$ cat src/rtl/fetch_unit.sv
// IF-stage fetch engine: owns the PC, issues word reads on the instruction bus,
// and hands instr/pc/exc/slot to the IF/ID register with AdEL, exception and ERET redirect.
module fetch_unit #(
  parameter logic [31:0] RESET_PC = 32'h0000_3000,
  parameter logic [31:0] EXC_PC   = 32'h0000_4180,
  parameter logic [31:0] TEXT_LO  = 32'h0000_3000,
  parameter logic [31:0] TEXT_HI  = 32'h0000_6ffc
) (
  input  logic        clk,
  input  logic        rst,
  input  logic        stall,
  input  logic        req,
  input  logic        eret,
  input  logic [31:0] epc,
  input  logic        branch_d,
  input  logic        taken_d,
  input  logic [31:0] jumpto,
  output logic        imem_req,
  output logic [31:0] imem_addr,
  input  logic        imem_ack,
  input  logic [31:0] imem_rdata,
  output logic [31:0] instr_out,
  output logic [31:0] pc_out,
  output logic [4:0]  exc_out,
  output logic        slot_out,
  output logic        f_busy,
  output logic [1:0]  state_dbg
);

  // Bus handshake: imem_req is a level held with imem_addr stable until the
  // single-cycle imem_ack pulse; rdata is only meaningful in the ack cycle.
  typedef enum logic [1:0] {
    S_REQ   = 2'd0,
    S_READY = 2'd1,
    S_DRAIN = 2'd2
  } state_t;

  state_t      state, state_d;
  logic [31:0] pc, pc_d;
  logic [31:0] buffer, buffer_d;
  logic        slot_q, slot_q_d;
  logic [31:0] pend_addr, pend_addr_d;

  logic        bad;
  logic        valid;
  logic        redirect;
  logic        handoff;
  logic [31:0] redirect_pc;
  logic [31:0] next_pc;

  assign bad         = (pc[1:0] != 2'b00) || (pc < TEXT_LO) || (pc > TEXT_HI);
  assign valid       = ((state == S_REQ) && (bad || imem_ack)) || (state == S_READY);
  assign redirect    = req || eret;
  assign handoff     = valid && !stall && !redirect;
  assign redirect_pc = req ? EXC_PC : epc;
  assign next_pc     = taken_d ? jumpto : pc + 32'd4;

  // State register and all datapath registers.
  always_ff @(posedge clk or negedge rst) begin
    if (!rst) begin
      state     <= S_REQ;
      pc        <= RESET_PC;
      buffer    <= 32'd0;
      slot_q    <= 1'b0;
      pend_addr <= 32'd0;
    end else begin
      state     <= state_d;
      pc        <= pc_d;
      buffer    <= buffer_d;
      slot_q    <= slot_q_d;
      pend_addr <= pend_addr_d;
    end
  end

  // Next-state logic; redirects win over stall and handoff.
  always_comb begin
    state_d     = state;
    pc_d        = pc;
    buffer_d    = buffer;
    slot_q_d    = slot_q;
    pend_addr_d = pend_addr;
    case (state)
      S_REQ: begin
        if (redirect) begin
          pc_d     = redirect_pc;
          slot_q_d = 1'b0;
          // An unanswered read must still be drained at its original address.
          if (!bad && !imem_ack) begin
            state_d     = S_DRAIN;
            pend_addr_d = pc;
          end
        end else if (handoff) begin
          pc_d     = next_pc;
          slot_q_d = 1'b0;
        end else if (imem_ack && !bad) begin
          buffer_d = imem_rdata;
          slot_q_d = branch_d;
          state_d  = S_READY;
        end
      end
      S_READY: begin
        if (redirect) begin
          pc_d     = redirect_pc;
          slot_q_d = 1'b0;
          state_d  = S_REQ;
        end else if (handoff) begin
          pc_d     = next_pc;
          slot_q_d = 1'b0;
          state_d  = S_REQ;
        end
      end
      S_DRAIN: begin
        if (redirect) begin
          pc_d = redirect_pc;
        end
        if (imem_ack) begin
          state_d = S_REQ;
        end
      end
      default: state_d = S_REQ;
    endcase
  end

  // Output logic.
  always_comb begin
    imem_req  = rst && (((state == S_REQ) && !bad) || (state == S_DRAIN));
    imem_addr = (state == S_DRAIN) ? pend_addr : pc;
    pc_out    = pc;
    f_busy    = !valid;
    exc_out   = ((state == S_REQ) && bad) ? 5'd4 : 5'd0;
    slot_out  = valid && (branch_d || slot_q);
    instr_out = 32'd0;
    if (state == S_READY) begin
      instr_out = buffer;
    end else if ((state == S_REQ) && !bad && imem_ack) begin
      instr_out = imem_rdata;
    end
    state_dbg = state;
  end

endmodule

$ cat config.mk
export PLATFORM = sky130hd
export DESIGN_NAME = fetch_unit
export DESIGN_NICKNAME = d
export VERILOG_FILES = /design/src/rtl/fetch_unit.sv
export SDC_FILE = /design/constraint.sdc
export NUM_CORES = 1
export LEC_CHECK = 0
export CAP_MARGIN = 25
export CORE_ASPECT_RATIO = 0.75
export CORE_MARGIN = 10
export CORE_UTILIZATION = 45
export CTS_CLUSTER_DIAMETER = 150
export CTS_CLUSTER_SIZE = 40
export DETAILED_ROUTE_END_ITERATION = 12
export GPL_TIMING_DRIVEN = 1
export PLACE_DENSITY = 0.81
export RECOVER_POWER = 25
export SYNTH_ARGS = -nofsm -noshare
export SYNTH_HDL_FRONTEND = slang
export SYNTH_SLANG_ARGS = --single-unit
export TNS_END_PERCENT = 5
$ cat constraint.sdc
create_clock -name clk -period 2.9 [get_ports clk]
set_clock_uncertainty 0.05 [all_clocks]
set_input_delay 0.29 -clock clk [delete_from_list [all_inputs] [get_ports clk]]
set_output_delay 0.29 -clock clk [all_outputs]
set_load 0.005 [all_outputs]
==> Yosys cells after proc, flatten, opt, wreduce, memory -nomap -nowiden <==
Cells that the tools add are included.
{ "totals": {"register_bits": 99, "input_bits": 104, "output_inout_bits": 106} }
{ "op_classes": {"addsub": 1, "n_lt_le_gt_ge": 2, "n_eq_ne": 10, "muxes": 24, "n_bitwise": 2, "reduce_logical": 32} }
{ "op_table": {"columns": ["cell", "count"], "rows": [
  ["2-to-1 mux 32 bit", 8],
  ["case mux 32 bit (2 select lines)", 1],
  ["adder 32 x 3 -> 32 bit (second input constant)", 1],
  ["> comparator 32 x 15 -> 1 bit (second input constant)", 1],
  ["< comparator 32 x 14 -> 1 bit (second input constant)", 1],
  ["2-to-1 mux 2 bit", 7],
  ["!= test 3 bit (second input constant)", 4],
  ["logical AND 1 bit", 10],
  ["AND reduction 3 bit", 3],
  ["logical OR 1 bit", 7],
  ["case mux 2 bit (3 select lines)", 1],
  ["nonzero test 2 bit", 3],
  ["zero test 1 bit", 5],
  ["2-to-1 mux 1 bit", 5],
  ["AND reduction 5 bit", 1],
  ["!= test 2 bit (second input constant)", 2],
  ["!= test 4 bit (second input constant)", 1],
  ["AND reduction 4 bit", 1],
  ["2-to-1 mux 3 bit", 1],
  ["!= test 3 x 1 -> 1 bit (second input constant)", 1],
  ["equality test 2 x 1 -> 1 bit (second input constant)", 1],
  ["equality test 2 bit (second input constant)", 1],
  ["zero test 2 bit", 1],
  ["inverter 1 bit", 2],
  ["other kinds (2)", 2]
]} }

==> Longest topological paths before layout <==
Gate-level depths: netlist of the first run.
{ "depth": {"ltp_word": 11, "mapped_depth": 9, "mapped_depth_nobuf": 6} }

==> Least setup slack after synthesis of the first run <==
No wires, ideal clock.
{ "synth_timing": {"path_kind": "register to register", "startpoint": "register pc[25] (netlist: pc_out[25])", "endpoint": "register pend_addr[10]", "setup_ps": 125, "t_arrival_ps": 2167, "t_required_ps": 2725, "slack_ps": 559, "stages_incl_launch_ff": 8, "n_path_buf": 2, "path_cell_list": "dfrtp_1 -> buf_2 -> nor4_2 -> nand4_2 -> nor2_1 -> nor4b_4 -> buf_4 -> mux2_2"} }
{ "synth_between": {"elab_chain_cells": 6, "elab_cells_between_ends": 7} }
{ "synth_lines": {"columns": ["item", "line_no", "rtl"], "rows": [
  ["from (decl)", "39", "logic [31:0] pc, pc_d;"],
  ["from (signal assigned)", "68", "pc <= pc_d;"],
  ["< comparator 32 x 14 -> 1 bit", "51", "assign bad = (pc[1:0] != 2'b00) || (pc < TEXT_LO) || (pc > TEXT_HI);"],
  ["logical OR 1 bit", "51", null],
  ["logical OR 1 bit *", "51", null],
  ["zero test 1 bit *", "88", "if (!bad && !imem_ack) begin"],
  ["logical AND 1 bit *", "88", null],
  ["AND reduction 3 bit (no source line) *", null, null],
  ["to (signal assigned)", "71", "pend_addr <= pend_addr_d;"],
  ["to (decl)", "42", "logic [31:0] pend_addr, pend_addr_d;"]
]} }
Mark *: on every way between the ends. The rest lies on a longest branch, timed or not.
A chain may end at the register's enable or synchronous reset.

==> Worst setup path in the final report of the first run <==
{ "layout_timing": {"startpoint": "register pc[30] (netlist: pc_out[30])", "endpoint": "output port instr_out[0]"} }
{ "layout_between": {"elab_chain_cells": 8, "elab_cells_between_ends": 9} }
{ "layout_lines": {"columns": ["item", "line_no", "rtl"], "rows": [
  ["< comparator 32 x 14 -> 1 bit", "51", null],
  ["logical OR 1 bit", "51", null],
  ["logical OR 1 bit *", "51", null],
  ["zero test 1 bit *", "135", "end else if ((state == S_REQ) && !bad && imem_ack) begin"],
  ["logical AND 1 bit * (2 in series)", "135", null],
  ["2-to-1 mux 32 bit *", "135", null],
  ["2-to-1 mux 32 bit *", "133", "if (state == S_READY) begin"],
  ["to (decl)", "22", "output logic [31:0] instr_out,"]
]} }
Marks and branches as above.

==> qor.yml, run 1 <==
syn_inst: 619
use_met3_pct: 6.49
n_antenna_cell: 0
rsz0062_at_grt: "true"
antenna_found_initial: 0
dr_total_vias: 6147
gp_congestion: 0.975
yosys.area.top_type_share_pct: 42.1
crit_top_cell: "nor4_4"
fillCellCount: 938
finalPower_uw: 3590
worstHoldPathType: "reg -> reg"
max_stage_delay_ns: 0.52
detail_route.vias_per_cell: 6.13
die_w_um: 151
nets: 937
instances_no_fill: 1003
drtIter0Drc: 737
dpl.cell_count: 982
fmax_mhz: 349
area_growth_pct: 49.8
ys_seq_area_share_pct: 43.0
cts-root-buf: "clkbuf_16"
syn_area_per_cell_um2: 9.32
worst_path_max_delay_cell: "clkdlybuf4s50_1"
yosysWarnings: 0
track_usage_pct: 24.8
portBuffers: 205
ys_ff_latch: 99
fin_setup_tns_ns: 0
core_area_um2: 12400
setup_viol: 0
netlist_area_um2: 5770
std_cell_rows: 35
drtPass1Iterations: 8
met1_usage_pct: 33.6
cts_tree: "done"
finalMaxSlewViolations: 101
fin_crit_sh_pct: 98.7
maxCapViolCount: 2
powerDensity_nw_per_um2: 416
maxSlewHeadroom_pct: -25.9
final_util_pct: 69.7
ios: 210
grt_pass1_vias: 6125
ys_types: 65
status: "finished, violations left"
drt-wirelength-per-cell_um: 23.2
dieHeight_um: 118
final_hold_viol_count: 0
overflow: 0
grt_max_degree: 64
synth_edf_count: 0
cts_buffers: 9
cp-end-kind: "output port"
drc_errors: 0
grt_pass1_wl_um: 35400
peakVddDrop_mv: 0.340
ant_nets: 0
arrival_ns: 2.52
yosys.area.top_type: "dfrtp_1"
async_reset_ff_share_pct: 100
grt-busiest-layer: "met2"
hp-start: "buffer[31]"
drt_wl_total_um: 23300
yosys-top-cells-count: "nand2_1, dfrtp_1, a22o_1"
cp-start-kind: "register"
netlist_top_cells_area: "dfrtp_1, nand2_1, a22o_1"
dp_hpwl_um: 17300
cts.path.max_buffers: 2
multiInputGateArea_um2: 3090
insertion_delay_ns: 0.36
crit_start: "pc_out[30]"
worstPathMaxFanout: 18
fp.dieArea_um2: 17800
globalRouteMet2Util_pct: 38.0
numClockSinks: 99
yosysMostFrequentCell: "nand2_1"
worst_pin_slew_ns: 1.89
required_ns: 2.56
crit_type: "reg -> out"
worstPathCellList: "nor4_4 > nand4_2 > nor4_4 > buf_4 > buf_12 > a22o_1 > clkdlybuf4s50_1"
r2r_start: "pc_out[13]"
start_util_pct: 46.5
violations: "capacitance limit, slew limit"
p_leak_uw: 0.00427
clkTransAtPathRegs_ns: 0.07
cts_max_level: 3
min_period_ns: 2.86
regArea_um2: 2480
layout-drive-gt1-share_pct: 12.1
synth_ff_type: "dfrtp_1"
==> flip-flops by register name, indices dropped and copies added (netlist names) <==
| name | count |
|---|---|
| slot_q | 1 |
| pc_out | 32 |
| pend_addr | 32 |
| buffer | 32 |
| state_dbg | 2 |
==> metal layers <==
layer  part of all wire, %  up-vias
li1                      -     2716
met1                    42     2981
met2                    46      395
met3                    10       55
met4                   2.4        0
met5                     0        -
==> where the power goes <==
group | internal, uW | total (uW) | switching [uW]
sequential | 1470 | 1570 | 99.2
combinational | 449 | 819 | 370
clock | 623 | 1210 | 584
==> stage by stage <==
step                      instance area (um^2)  setup slack, ns  hold slack [ns]
final                                     8640           0.0371            0.447
after floorplan                           5780            0.559          -0.0556
after CTS                                 8500           0.0214            0.448
after global placement                    8170            0.326            0.357
after detailed placement                  8170            0.261            0.358
after global routing                      8640          -0.0701            0.461
==> final cells by class <==
type,instances,share of cell area [%]
Inverter,12,0.521
Clock inverter,6,0.623
Timing Repair Buffer,252,29.2
Tap cell,166,2.40
Sequential cell,99,28.7
Clock buffer,10,2.77
Multi-Input combinational cell,458,35.8
==> cell usage in the layout (no fill, tap or decap), types with 9 or more instances in the layout <==
cell / count
dlymetal6s2s_1: 30
nand2_1: 99
nor2b_1: 19
clkdlybuf4s50_1: 174
clkbuf_16: 10
nor2_1: 22
a22o_1: 40
inv_1: 12
mux2_1: 30
dfrtp_1: 97
o22ai_1: 15
o21ai_0: 25
mux2_2: 17
a22oi_1: 9
buf_4: 40
nand3_1: 15
a21oi_1: 20
nor3_1: 19
==> final timing paths <==
| path | end | slack [ns] | cells after the start |
|---|---|---|---|
| setup / recovery | instr_out[0] | 0.04 | 7 |
| hold / removal | buffer[31] | 0.45 | 1 |
| setup reg to reg | pc_out[25] | 0.14 | 5 |
| hold reg to reg | buffer[31] | 0.45 | 1 |
| max in group asynchronous | buffer[22] | 0.50 | 3 |
| min in group asynchronous | pc_out[25] | 1.12 | 3 |
==> timing repair <==
item,in CTS,in global routing
buffers inserted,1,2
pin swaps,1,3
hold buffers,1,0
cloned,0,1
endpoints found under the hold margin,36,0
resized for setup,3,36
endpoints found under the setup margin,33,34
==> critical path: cells and delay by family, from the launching register on <==
family	cells	cell delay, ns
AO/OA/AOI/OAI	1	0.15
buffers and inverters	3	0.85
AND/OR/NAND/NOR	3	0.69
flip-flops	1	0.47
==> kinds of logic (layout without fill, tap and decap cells) <==
| family | after synthesis | in the layout | synth area share [%] |
|---|---|---|---|
| flops | 99 | 99 | 43.0 |
| buf+inv | 65 | 280 | 4.77 |
| mux | 48 | 48 | 9.35 |
| simple gates | 232 | 232 | 20.6 |
| compound gates | 172 | 172 | 21.9 |
| xor+xnor | 1 | 1 | 0.152 |
| fa+ha+maj | 1 | 1 | 0.217 |
| other cells | 1 | 4 | 0.0650 |
Power figures use the tool's default switching activity.
==> run 2: changes to the inputs <==
--- a/config.mk
+++ b/config.mk
@@ -8,12 +8,12 @@
 export CAP_MARGIN = 25
 export CORE_ASPECT_RATIO = 0.75
 export CORE_MARGIN = 10
-export CORE_UTILIZATION = 45
+export CORE_UTILIZATION = 35
 export CTS_CLUSTER_DIAMETER = 150
 export CTS_CLUSTER_SIZE = 40
 export DETAILED_ROUTE_END_ITERATION = 12
 export GPL_TIMING_DRIVEN = 1
-export PLACE_DENSITY = 0.81
+export PLACE_DENSITY = 0.65
 export RECOVER_POWER = 25
 export SYNTH_ARGS = -nofsm -noshare
 export SYNTH_HDL_FRONTEND = slang
==> qor.yml, run 2 (synthesized netlist as in run 1, its figures left out) <==
p_int_uw: 2700  # +6.2%
dieHeight_um: 131  # +11%
worstPathCellList: "nor4_4 > nand4_2 > nor4_4 > buf_4 > buf_12 > a22o_1 > clkdlybuf4s50_1"
dpl.cell_count: 1027  # +4.6%
instances_no_fill: 1055  # +5.2%
gp_congestion: 0.902  # -7.5%
cts.path.max_buffers: 2  # unchanged
final_common_cell: "clkdlybuf4s50_1"
worstPathMaxFanout: 18  # unchanged
place_ws_ns: 0.183  # -0.0779 ns
crit_end: "instr_out[12]"
cts_buffers: 9  # unchanged
seqPwrFrac_pct: 42.0  # -1.6 points
detail_route.vias_per_cell: 5.75  # -6.3%
worst_path_max_delay_cell: "clkdlybuf4s50_1"
powerDensity_nw_per_um2: 422  # +1.5%
nets: 945  # +0.85%
grt_pass1_wl_um: 36300  # +2.6%
worstHoldPathType: "reg -> reg"
clkTransAtPathRegs_ns: 0.07  # about the same
path_buf_inv: 3  # unchanged
cts_max_level: 3  # unchanged
drt-wirelength-per-cell_um: 22.4  # -3.8%
finalMaxSlewViolations: 0  # -100%
worst_pin_slew_ns: 1.09  # -0.794 ns
crit_type: "reg -> out"
track_usage_pct: 20.3  # -4.5 points
drt_wl_total_um: 23600  # +1.2%
rr_endpoint: "buffer[6]"
status: "finished, violations left"
fin_crit_sh_pct: 101  # +1.8 points
ant_nets: 0  # unchanged
crit_start: "pc_out[25]"
r2r_setup_slack_ns: 0.31  # +0.17 ns
overflow: 0  # unchanged
dp_hpwl_um: 17700  # +2.4%
portBuffers: 205  # unchanged
maxCapViolCount: 0  # -2
drtIter0Drc: 633  # -14%
switching_share_pct: 27.3  # -2.0 points
numClockSinks: 99  # unchanged
min_period_ns: 2.92  # +0.0533 ns
ios: 210  # unchanged
n_antenna_cell: 0  # unchanged
max_stage_delay_ns: 0.52  # about the same
arrival_ns: 2.58  # +0.06 ns
maxSlewHeadroom_pct: 27.1  # +53 points
setup_slack_ns: -0.0162  # -0.0533 ns
layout-drive-gt1-share_pct: 12.7  # +0.60 points
fmax_mhz: 343  # -1.8%
grt_pass1_vias: 6134  # +0.15%
crit_family: "buffers and inverters"
fin_setup_tns_ns: -0.0162  # -0.0162 ns
required_ns: 2.56  # about the same
core_area_um2: 16100  # +30%
switchingPower_uw: 1010  # -3.7%
cp_num_cells: 7  # unchanged
p_leak_uw: 0.00437  # +2.4%
peakVddDrop_mv: 0.354  # +4.1%
rsz0062_at_grt: "true"
start_util_pct: 35.9  # -11 points
std_cell_rows: 40  # +14%
violations: "setup timing"
final_cell_mix: "clkdlybuf4s50_1, nand2_1, dfrtp_1"
final_hold_viol_count: 0  # unchanged
finalPower_uw: 3710  # +3.3%
r2r_cells: 9  # +4
die_w_um: 168  # +12%
grt_max_degree: 49  # -23%
cp-end-kind: "output port"
final_util_pct: 54.8  # -15 points
cp-start-kind: "register"
drtPass1Iterations: 6  # -2
cts_tree: "done"
drc_errors: 0  # unchanged
r2r_start: "pc_out[25]"
pwr-share-clk_pct: 35.9  # +2.3 points
antenna_found_initial: 0  # unchanged
setup_viol: 1  # +1
combPwrFrac_pct: 22.0  # -0.8 points
crit_top_cell: "nor4_4"
fp.dieArea_um2: 22100  # +24%
dr_total_vias: 6061  # -1.4%
area_growth_pct: 52.5
cts-root-buf: "clkbuf_16"
insertion_delay_ns: 0.35  # about the same
[run 2: power groups by stage]
| stage | Sequential, uW | Clock [uW] | Combinational, uW |
|---|---|---|---|
| final | 1560 | 1330 | 819 |
| after global routing | 1570 | 1420 | 880 |
| after detailed placement | 1580 | 0 | 802 |
| after CTS | 1560 | 1360 | 825 |
| after floorplan | 1560 | 0 | 286 |
| after global placement | 1570 | 0 | 795 |
[run 2: final cells by class]
type,instances,area [um^2]
sequential,99,2480
clock buffer,11,243
inverter,12,45.0
tap,210,263
fill,1391,7270
clock inverter,5,85.1
multi-input combinational,458,3100
timing repair buffer,260,2580
[run 2: worst min path at each step]
stage | from | end | slack [ns] | cells after the start
finish | buffer[10] | buffer[10] | 0.45 | 1
global route | buffer[22] | buffer[22] | 0.46 | 1
CTS | rst | pend_addr[16] | 0.29 | 2
detailed placement | rst | pend_addr[11] | 0.13 | 1
global placement | rst | pend_addr[12] | 0.13 | 1
floorplan | rst | buffer[0] | -0.06 | 0
[run 2: what timing repair did]
| action | 4_1_cts | 5_1_grt |
|---|---|---|
| gates resized for setup | 11 | 38 |
| buffers inserted | 7 | 3 |
| cloned | 1 | 0 |
| hold buffers | 1 | 0 |
| pin swaps | 3 | 4 |
| endpoints found under the hold margin | 16 | 0 |
| setup endpoints to repair | 33 | 34 |
[run 2: metal layers]
layer / track usage (%) / share of wire [%] / wire length, um
met4: 6.66 / 2.6 / 623
met1: 27.9 / 44 / 10400
met3: 5.18 / 8.9 / 2100
met2: 30.4 / 44 / 10500
met5: 0 / 0 / 0
[run 2: per-stage QoR]
stage / hold slack (ns) / area [um^2]
after CTS: 0.293 / 8710
after global routing: 0.462 / 8800
after global placement: 0.128 / 8240
after detailed placement: 0.128 / 8240
after floorplan: -0.0556 / 5780
final: 0.448 / 8800
==> run 3: changes to the inputs <==
--- a/config.mk
+++ b/config.mk
@@ -13,7 +13,7 @@
 export CTS_CLUSTER_SIZE = 40
 export DETAILED_ROUTE_END_ITERATION = 12
 export GPL_TIMING_DRIVEN = 1
-export PLACE_DENSITY = 0.65
+export PLACE_DENSITY = 0.68
 export RECOVER_POWER = 25
 export SYNTH_ARGS = -nofsm -noshare
 export SYNTH_HDL_FRONTEND = slang
==> constraint.sdc (replaced) <==
create_clock -name clk -period 2.5 [get_ports clk]
set_clock_uncertainty 0.05 [all_clocks]
set_input_delay 0.25 -clock clk [delete_from_list [all_inputs] [get_ports clk]]
set_output_delay 0.25 -clock clk [all_outputs]
set_load 0.005 [all_outputs]
==> qor.yml, run 3 (synthesized netlist as in run 1, its figures left out) <==
ant_nets: 0  # unchanged
setup_viol: 63  # +62
worst_path_max_delay_cell: "dfstp_2"
die_w_um: 168  # unchanged
grt_pass1_vias: 6445  # +5.1%
drc_errors: 0  # unchanged
cp-start-kind: "register"
fmax_mhz: 382
p_leak_uw: 0.00419  # -4.2%
grt_pass1_wl_um: 38700  # +6.7%
combPwrFrac_pct: 25.4  # +3.4 points
cts_buffers: 9  # unchanged
dieHeight_um: 131  # unchanged
std_cell_rows: 40  # unchanged
dp_hpwl_um: 18900  # +7.2%
place_ws_ns: -0.140  # -0.323 ns
portBuffers: 205  # unchanged
multiInputGateArea_um2: 3180  # +2.7%
n_antenna_cell: 0  # unchanged
grt_max_degree: 100  # +100%
required_ns: 2.20  # -0.36 ns
arrival_ns: 2.32  # -0.26 ns
fillCellCount: 1392  # +0.072%
cts_max_level: 3  # unchanged
maxCapViolCount: 0  # unchanged
detail_route.vias_per_cell: 5.72  # -0.51%
status: "finished, violations left"
drtPass1Iterations: 6  # unchanged
pwr-share-clk_pct: 33.0  # -2.9 points
r2r_cells: 12  # +3
final_common_cell: "clkdlybuf4s50_1"
hold_end: "buffer[30]"
drt_wl_total_um: 25300  # +7.4%
area_growth_pct: 58.5
cts.path.max_buffers: 2  # unchanged
switchingPower_uw: 1280  # +26%
r2r_setup_slack_ns: -0.11  # -0.42 ns
fin_crit_sh_pct: 105
hp-start: "buffer[30]"
antenna_found_initial: 0  # unchanged
worst_pin_slew_ns: 1.39  # +0.297 ns
nets: 998  # +5.6%
finalMaxSlewViolations: 0  # unchanged
ios: 210  # unchanged
insertion_delay_ns: 0.36  # about the same
violations: "setup timing"
core_area_um2: 16100  # unchanged
finalPower_uw: 4280  # +15%
regArea_um2: 2480  # -0.15%
final_cell_mix: "clkdlybuf4s50_1, nand2_1, dfrtp_1"
worstPathCellList: "buf_6 > a211o_1 > nand3_2 > nor4_4 > buf_4 > buf_12 > buf_6 > buf_6 > a22o_1 > buf_2"
cp-end-kind: "output port"
worstHoldPathType: "reg -> reg"
clkTransAtPathRegs_ns: 0.08  # about the same
start_util_pct: 35.9  # unchanged
overflow: 0  # unchanged
max_stage_delay_ns: 0.55  # +0.03 ns
seqPwrFrac_pct: 41.6  # -0.4 points
rsz0062_at_grt: "true"
crit_type: "reg -> out"
final_util_pct: 56.9  # +2.1 points
track_usage_pct: 22.0  # +1.6 points
dr_total_vias: 6333  # +4.5%
drtIter0Drc: 642  # +1.4%
setup_slack_ns: -0.120  # -0.103 ns
min_period_ns: 2.62
powerDensity_nw_per_um2: 468  # +11%
whs_path_depth: 1  # unchanged
worstPathMaxFanout: 5  # -13
final_hold_viol_count: 0  # unchanged
crit_top_cell: "buf_6"
cts_tree: "done"
r2r_start: "pc_out[13]"
fp.dieArea_um2: 22100  # unchanged
gp_congestion: 0.927  # +2.8%
layout-drive-gt1-share_pct: 23.7  # +11 points
p_int_uw: 3000  # +11%
cts-root-buf: "clkbuf_16"
rr_endpoint: "buffer[22]"
fin_setup_tns_ns: -4.19  # -4.17 ns
drt-wirelength-per-cell_um: 22.9  # +2.2%
maxSlewHeadroom_pct: 7.25  # -20 points
numClockSinks: 99  # unchanged
peakVddDrop_mv: 0.360  # +1.5%
switching_share_pct: 29.8  # +2.5 points
==> run 3: through the flow <==
step           hold WS, ns  instances  instance area (um^2)
2_1_floorplan      -0.0956        622                  5780
5_1_grt              0.458       1108                  9140
3_3_place_gp         0.377       1070                  8600
3_5_place_dp         0.374       1070                  8600
6_report             0.447       1108                  9140
4_1_cts              0.445       1107                  9040
==> run 3: how the worst max path moves through the flow <==
| stage | start | end | slack [ns] | depth (start not counted) |
|---|---|---|---|---|
| finish | pc_out[13] | instr_out[2] | -0.12 | 10 |
| CTS | pc_out[13] | instr_out[25] | -0.18 | 10 |
| global placement | pc_out[22] | instr_out[21] | -0.17 | 6 |
| floorplan | pc_out[25] | pend_addr[10] | 0.16 | 7 |
| detailed placement | pc_out[22] | instr_out[2] | -0.14 | 6 |
| global route | pc_out[19] | instr_out[2] | -0.24 | 10 |
==> run 3: worst max-delay path: cells and delay by family, from the launching register on <==
kind	cells	cell delay (ns)
flops	1	0.55
buf+inv	6	0.72
simple gates	2	0.39
compound gates	2	0.31
==> run 3: what timing repair did <==
action | CTS | global route
endpoints found under the setup margin | 49 | 103
gates cloned | 3 | 0
gates resized for setup | 155 | 29
pin swaps | 7 | 5
setup buffers | 17 | 1
endpoints found under the hold margin | 49 | 0
hold buffers | 1 | 0
==> run 3: power by group through the flow <==
stage	Sequential (uW)	Clock, uW	Combinational (uW)
finish	1780	1410	1090
global route	1790	1510	1160
global placement	1800	0	1020
CTS	1780	1440	1060
detailed placement	1800	0	1030
floorplan	1810	0	332
==> run 3: final cells by class <==
type / count / area share [%]
Clock buffer: 9 / 2.46
Clock inverter: 7 / 0.766
Inverter: 12 / 0.493
Multi-Input combinational cell: 458 / 34.8
Sequential cell: 99 / 27.1
Tap cell: 210 / 2.87
Timing Repair Buffer: 313 / 31.4
==> run 3: routing by layer <==
layer	GRT usage, %	vias to the layer above	wire length, um
met2	32.4	312	11200
met3	5.45	30	2100
met1	31.0	3153	11400
met4	6.08	0	533
met5	0	-	0
li1	-	2838	-
